<file path="src/rtl/hit_pulse_gen.sv">
// hit_pulse_gen: programmable hit-pulse train generator with cycle-aligned rise/fall/done strobes.
// Optional macro HIT_GEN_ABORT_EN adds iAbort, which cuts a running train short into DONE.
module hit_pulse_gen #(
  parameter int unsigned W  = 16,
  parameter int unsigned NW = 16
) (
  input  logic          iClk,
  input  logic          iRst,
`ifdef HIT_GEN_ABORT_EN
  input  logic          iAbort,
`endif
  input  logic          iStart,
  input  logic [W-1:0]  iHighCycles,
  input  logic [W-1:0]  iLowCycles,
  input  logic [NW-1:0] iCount,
  output logic          oHit,
  output logic          oRiseStb,
  output logic          oFallStb,
  output logic          oBusy,
  output logic          oDone
);

  typedef enum logic [1:0] {S_IDLE, S_HIGH, S_LOW, S_DONE} state_t;

  state_t        state, state_nxt;
  logic [W-1:0]  high_len, high_len_nxt;
  logic [W-1:0]  low_len, low_len_nxt;
  logic [W-1:0]  phase, phase_nxt;
  logic [NW-1:0] pulses, pulses_nxt;
  logic [W-1:0]  start_high, start_low;
  logic          abort;
  logic          hit_nxt, rise_nxt, fall_nxt, busy_nxt, done_nxt;

`ifdef HIT_GEN_ABORT_EN
  assign abort = iAbort;
`else
  assign abort = 1'b0;
`endif

  assign start_high = (iHighCycles == '0) ? W'(1) : iHighCycles;
  assign start_low  = (iLowCycles  == '0) ? W'(1) : iLowCycles;

  always_comb begin
    state_nxt    = state;
    high_len_nxt = high_len;
    low_len_nxt  = low_len;
    phase_nxt    = phase;
    pulses_nxt   = pulses;
    unique case (state)
      S_IDLE: begin
        if (iStart) begin
          high_len_nxt = start_high;
          low_len_nxt  = start_low;
          if (iCount == '0) begin
            state_nxt = S_DONE;
          end else begin
            state_nxt  = S_HIGH;
            phase_nxt  = start_high;
            pulses_nxt = iCount;
          end
        end
      end
      S_HIGH: begin
        if (abort) begin
          state_nxt = S_DONE;
        end else if (phase == W'(1)) begin
          state_nxt  = S_LOW;
          phase_nxt  = low_len;
          pulses_nxt = pulses - NW'(1);
        end else begin
          phase_nxt = phase - W'(1);
        end
      end
      S_LOW: begin
        if (abort) begin
          state_nxt = S_DONE;
        end else if (phase == W'(1)) begin
          if (pulses != '0) begin
            state_nxt = S_HIGH;
            phase_nxt = high_len;
          end else begin
            state_nxt = S_DONE;
          end
        end else begin
          phase_nxt = phase - W'(1);
        end
      end
      S_DONE: state_nxt = S_IDLE;
      default: state_nxt = S_IDLE;
    endcase
  end

  // Outputs are registered from the next state, so strobes mark phase entry;
  // HIGH->DONE only happens on abort and still counts as a fall.
  always_comb begin
    hit_nxt  = (state_nxt == S_HIGH);
    busy_nxt = (state_nxt == S_HIGH) || (state_nxt == S_LOW);
    done_nxt = (state_nxt == S_DONE);
    rise_nxt = (state_nxt == S_HIGH) && (state != S_HIGH);
    fall_nxt = ((state_nxt == S_LOW) && (state != S_LOW)) ||
               ((state == S_HIGH) && (state_nxt == S_DONE));
  end

  always_ff @(posedge iClk or posedge iRst) begin
    if (iRst) begin
      state    <= S_IDLE;
      high_len <= '0;
      low_len  <= '0;
      phase    <= '0;
      pulses   <= '0;
      oHit     <= 1'b0;
      oRiseStb <= 1'b0;
      oFallStb <= 1'b0;
      oBusy    <= 1'b0;
      oDone    <= 1'b0;
    end else begin
      state    <= state_nxt;
      high_len <= high_len_nxt;
      low_len  <= low_len_nxt;
      phase    <= phase_nxt;
      pulses   <= pulses_nxt;
      oHit     <= hit_nxt;
      oRiseStb <= rise_nxt;
      oFallStb <= fall_nxt;
      oBusy    <= busy_nxt;
      oDone    <= done_nxt;
    end
  end

endmodule

</file>
<file path="config.mk">
export PLATFORM = sky130hd
export DESIGN_NAME = hit_pulse_gen
export DESIGN_NICKNAME = d
export VERILOG_FILES = /design/src/rtl/hit_pulse_gen.sv
export SDC_FILE = /design/constraint.sdc
export NUM_CORES = 1
export LEC_CHECK = 0
export BUFFER_PORTS_ARGS = -buffer_cell sky130_fd_sc_hd__buf_2
export CELL_PAD_IN_SITES_DETAIL_PLACEMENT = 1
export CELL_PAD_IN_SITES_GLOBAL_PLACEMENT = 1
export CORE_MARGIN = 4
export CORE_UTILIZATION = 48
export DETAILED_ROUTE_END_ITERATION = 10
export PLACE_DENSITY = 0.9
export SLEW_MARGIN = 5
export SYNTH_ARGS = -nofsm -noshare
export SYNTH_HDL_FRONTEND = slang
export SYNTH_SLANG_ARGS = --single-unit
export TNS_END_PERCENT = 5
</file>
<file path="constraint.sdc">
create_clock -name iClk -period 6.6 [get_ports iClk]
set_clock_uncertainty 0.1 [all_clocks]
set_input_delay 1.98 -clock iClk [delete_from_list [all_inputs] [get_ports iClk]]
set_output_delay 1.98 -clock iClk [all_outputs]
set_load 0.02 [all_outputs]
</file>
# Word level (Yosys, flattened, before mapping)
# Cells that the tools add are included.
# classes
order_cmp,0
n_mux,18
n_bitwise,0
n_addsub,2
n_mul,0
n_shift,0
n_div,0
reduce_logical,15
n_eq_ne,13
# ops
operator,count
$mux 16,10
$logic_not 16->1,3
$pmux 16 s3,1
$pmux 16 s2,1
$sub 16x1->16 const B,2
$eq 16x1->1 const B,1
$reduce_bool 16->1,1
$mux 2,5
$eq 2x2->1 const B,4
$ne 2x2->1 const B,4
$pmux 2 s4,1
$reduce_and 4->1,2
$eq 2x1->1 const B,2
$logic_and 1x1->1,3
$ne 3x3->1 const B,1
$reduce_bool 3->1,1
$logic_not 2->1,1
$logic_or 1x1->1,2
$ne 2x1->1 const B,1
$reduce_and 2->1,1
$reduce_bool 2->1,1
# word_totals
mem_bits_ro,0
mem_count,0
latch_bits,0
register_bits,71
word_cells,58
ram_bits,0
output_inout_bits,5
in_bits,51

# Longest topological paths before layout
# logic_depth
word_depth,7
mapped_depth,14

# Least setup slack after synthesis
# Ideal clock, no wire load.
# synth_path
kind,input-to-reg
from,in iCount[8]
to,reg oFallStb
arrival_time_ns,3.424
path_slack_ns,2.993
path_buffers,1
path_stages,7
path_cell_list,nor4_1 > a41oi_1 > clkbuf_1 > a221oi_1 > ha_1 > inv_1 > o21ai_0
# synth_via
elab_chain_cells,7
# synth_lines
element,line_no,source
"start, declared",15,"input logic [NW-1:0] iCount,"
$logic_not 16->1 *,54,if (iCount == '0) begin
$mux 2 *,54,
$mux 2 *,51,if (iStart) begin
$pmux 2 s4 *,49,unique case (state)
via state_nxt[1],25,"state_t state, state_nxt;"
"$eq 2x2->1, on equally long branches","100, 101",
"$logic_and 1x1->1, on equally long branches","100, 101",
$logic_or 1x1->1 *,100,fall_nxt = ((state_nxt == S_LOW) && (state != S_LOW)) ||
via fall_nxt,32,"logic hit_nxt, rise_nxt, fall_nxt, busy_nxt, done_nxt;"
"end signal, assigned",124,oFallStb <= fall_nxt;
"end, declared",18,"output logic oFallStb,"
# Mark *: on every way through the listed nets, which the timed path passes. The rest lies on a longest branch.
# A chain may end at the register's enable or synchronous reset.

# Final worst setup path
# layout_path
from,in iCount[3]
to,reg pulses[6]
# layout_via
elab_chain_cells,3
# layout_lines
element,line_no,source
$logic_not 16->1,54,
$ne 2x2->1 (no source line),-,
$reduce_and 4->1 (no source line),-,
"end signal, assigned",121,pulses <= pulses_nxt;
"end, declared",29,"logic [NW-1:0] pulses, pulses_nxt;"
# Every way passes these cells.

==> flow_summary.json <==
{
  "first_iter_violations": 337,
  "core_area_um2": 8382,
  "crit_fanout": 14,
  "portBuffers": 55,
  "hp-class": "reg2reg",
  "syn-num-nets": 516,
  "cts_hold_buf": 0,
  "maxCapViolCount": 0,
  "clk_path_buf_depth": 2,
  "worst_setup_path_start": "iCount[3]",
  "hold_violation_count_in_the_final_report": 0,
  "top_level_ports": 56,
  "dieHeight_um": 101.6,
  "chipWidth_um": 101.6,
  "crit_slowest_cell": "sky130_fd_sc_hd__a211oi_1",
  "drc": 0,
  "final_cell_mix": "sky130_fd_sc_hd__dfrtp_1 (71), sky130_fd_sc_hd__buf_2 (55), sky130_fd_sc_hd__o21ai_0 (45)",
  "period_minus_slack_ns": 3.986,
  "crit_path_start_kind": "input pin",
  "postCtsResizedCells": 0,
  "global_route.overflow_total": 0,
  "seq_area_frac_synth": 0.4225,
  "path_class": "in2reg",
  "postCtsSetupRepairBufs": 0,
  "synthDistinctLibCells": 57,
  "syn-instance-count": 454,
  "gpl.final_weighted_congestion": 0.8820,
  "area.growth.synth_to_final_pct": 13.39,
  "drt-vias-per-instance": 6.613,
  "syn-mean-instance-area_um2": 9.263,
  "outcome": "finished clean",
  "yosysWarningCount": 0,
  "fp-row-count": 33,
  "worst_ep_arrival_time_ns": 4.15,
  "vias": 4014,
  "end_kind": "flip-flop",
  "report.final.slew_viol_count": 0,
  "vdd_drop_max_v": 0.0002734,
  "totalNegativeSetupSlack_ns": 0,
  "wire_per_inst_um": 22.73,
  "finish.cell_count_without_fillers": 607,
  "layout.core_utilization": 0.5689,
  "initial_utilization": 0.5017,
  "antenna_left": 0,
  "rsz_0062_raised_after_global_routing": "false",
  "yosys.area.top_type_share": 0.4225,
  "worstSkewPairLatency_ns": 0.37,
  "stdcell_area_um2": 4768,
  "path_clk_slew_ns": 0.09,
  "timing.max_slew.rel_slack": 0.1694,
  "routed_wirelength_um": 13800,
  "layout.cells.most_common": "sky130_fd_sc_hd__dfrtp_1",
  "detailed_place.area_um2": 4524,
  "crit_path_max_incr_delay_ns": 1.01,
  "post_synth_instance_area_um2": 4205,
  "synth.top_cells.by_area": "sky130_fd_sc_hd__dfrtp_1 (42%), sky130_fd_sc_hd__mux2_2 (8.0%), sky130_fd_sc_hd__o21ai_0 (5.4%), sky130_fd_sc_hd__a21oi_1 (4.5%), sky130_fd_sc_hd__ha_1 (3.3%)",
  "grt_usage": 0.2829,
  "number_of_buffers_created_by_cts": 9,
  "synth-edff-count": 0,
  "layout-drive-gt1-share": 0.2390,
  "drt-pass1-iter-count": 5,
  "power.static_leakage_nw": 1.937,
  "h-tree-depth": 3,
  "via_count_of_the_first_global_routing_pass": 4250,
  "layout_worst_path_cycle_share": 0.6039,
  "async_reset_ff_frac": 1.000,
  "maximum_number_of_pins_on_one_net_before_global_route_repair": 72,
  "worst_ep_required_time_ns": 6.77,
  "layout.nets": 559,
  "num_antenna_cells": 0,
  "fin_worst_hold_slack_ns": 0.4042,
  "numPlacedInstances": 591,
  "hpwl_um": 9475,
  "yosys_register_bits": 71,
  "fmax_mhz": 250.9,
  "worst_hold_startpoint": "pulses[12]",
  "clk_root_buffer_cell": "sky130_fd_sc_hd__clkbuf_8",
  "worstPathCellList": "buf_2 > nor4_1 > a41oi_1 > buf_4 > nor2b_1 > a211oi_1 > a21oi_1 > a211oi_1",
  "power_per_cell_area_nw_per_um2": 524.2,
  "floorplan.die_area_um2": 10320,
  "r2r-start": "phase[1]",
  "grt_antenna_before_repair": 0,
  "synthDominantAreaCellType": "sky130_fd_sc_hd__dfrtp_1",
  "max_slew.worst_pin.slew_ns": 1.238,
  "clock_sinks": 71,
  "wire_length_of_the_first_global_routing_pass_um": 22430,
  "postSynth.topFlopCell": "sky130_fd_sc_hd__dfrtp_1",
  "setup_violating_endpoint_count_in_the_final_report": 0,
  "crit_path_frequent_cell": "sky130_fd_sc_hd__a211oi_1",
  "tritoncts": "yes"
}
[power by group]
| group | internal, mW | switching, mW | leakage [nW] |
|---|---|---|---|
| clock | 0.254 | 0.189 | 0.121 |
| combinational | 0.453 | 0.729 | 0.976 |
| sequential | 0.657 | 0.218 | 0.841 |
[Yosys cell counts, types with 2 or more instances]
cell type,count
sky130_fd_sc_hd__a21oi_1,38
sky130_fd_sc_hd__nor2_1,35
sky130_fd_sc_hd__a221o_1,5
sky130_fd_sc_hd__a22oi_1,6
sky130_fd_sc_hd__or4_4,4
sky130_fd_sc_hd__o21ai_0,45
sky130_fd_sc_hd__xnor2_1,5
sky130_fd_sc_hd__or4_1,6
sky130_fd_sc_hd__nor3_1,8
sky130_fd_sc_hd__o21a_1,2
sky130_fd_sc_hd__mux2_2,30
sky130_fd_sc_hd__mux2i_1,2
sky130_fd_sc_hd__a41oi_1,3
sky130_fd_sc_hd__a221oi_1,5
sky130_fd_sc_hd__or2_1,2
sky130_fd_sc_hd__inv_1,13
sky130_fd_sc_hd__xor2_1,3
sky130_fd_sc_hd__ha_1,11
sky130_fd_sc_hd__o211ai_1,3
sky130_fd_sc_hd__nand3_1,13
sky130_fd_sc_hd__o21ai_1,2
sky130_fd_sc_hd__nand4_1,3
sky130_fd_sc_hd__buf_2,7
sky130_fd_sc_hd__nor2b_1,6
sky130_fd_sc_hd__a211o_1,2
sky130_fd_sc_hd__a32oi_1,3
sky130_fd_sc_hd__o2111ai_1,2
sky130_fd_sc_hd__buf_6,2
sky130_fd_sc_hd__o31ai_1,7
sky130_fd_sc_hd__a31oi_1,3
sky130_fd_sc_hd__nand2b_1,2
sky130_fd_sc_hd__dfrtp_1,71
sky130_fd_sc_hd__a211oi_1,5
sky130_fd_sc_hd__o22ai_1,4
sky130_fd_sc_hd__clkbuf_1,20
sky130_fd_sc_hd__a31o_2,2
sky130_fd_sc_hd__or3_1,5
sky130_fd_sc_hd__or2_2,2
sky130_fd_sc_hd__nand2_1,33
sky130_fd_sc_hd__nor4_1,16
sky130_fd_sc_hd__o31a_1,2
[worst max-delay path, delay by kind of cell]
family	cells	cell delay (ns)
AOI/OAI and AO/OA	4	1.66
buffers and inverters	2	0.31
and+or+nand+nor	2	0.19
[layer usage]
layer,routed length (µm),vias to the layer above,track usage
li1,-,1783,-
met1,5893,2011,0.3690
met2,6643,181,0.4577
met3,890,39,0.06198
met4,373,0,0.1135
met5,0,-,0
[final cells by class]
type	count	area, µm²
clock buffers	10	127.6
repair buffers	61	320.3
fillers	961	3613
multi-input cells	340	2243
flip-flops and latches	71	1777
well taps	105	131.4
inverters	14	52.55
clock inverters	6	116.4
[per-stage QoR]
stage	worst slack [ns]	total power, mW
final	2.614	2.500
after global routing	2.456	2.669
after CTS	2.674	2.480
after detailed placement	2.280	2.012
after global placement	2.433	1.908
after floorplan	2.723	1.662
[worst paths after layout]
path	slack, ns	to	depth (start not counted)
hold / removal	0.40	pulses[12]	1
max in group asynchronous	4.01	high_len[0]	3
min in group asynchronous	1.79	oHit	3
setup / recovery	2.61	pulses[6]	8
setup reg to reg	2.95	pulses[6]	8
hold reg to reg	0.40	pulses[12]	1
[sequential cells by signal (all words and copies together) (netlist names)]
signal,count
state,2
oDone,1
pulses,16
high_len,16
phase,16
oRiseStb,1
oHit,1
oFallStb,1
oBusy,1
low_len,16
[kinds of logic (layout without fill, tap and decap cells)]
| logic type | count (synthesis) | after routing | share of synthesized area |
|---|---|---|---|
| multiplexers | 32 | 32 | 0.08509 |
| buffers and inverters | 43 | 91 | 0.04403 |
| XOR/XNOR | 8 | 8 | 0.01666 |
| AND/OR/NAND/NOR | 144 | 144 | 0.1821 |
| flip-flops | 71 | 71 | 0.4225 |
| AO/OA/AOI/OAI | 145 | 145 | 0.2169 |
| adder cells (fa/ha/maj) | 11 | 11 | 0.03273 |
No activity file was read; power rests on OpenSTA's default activity.
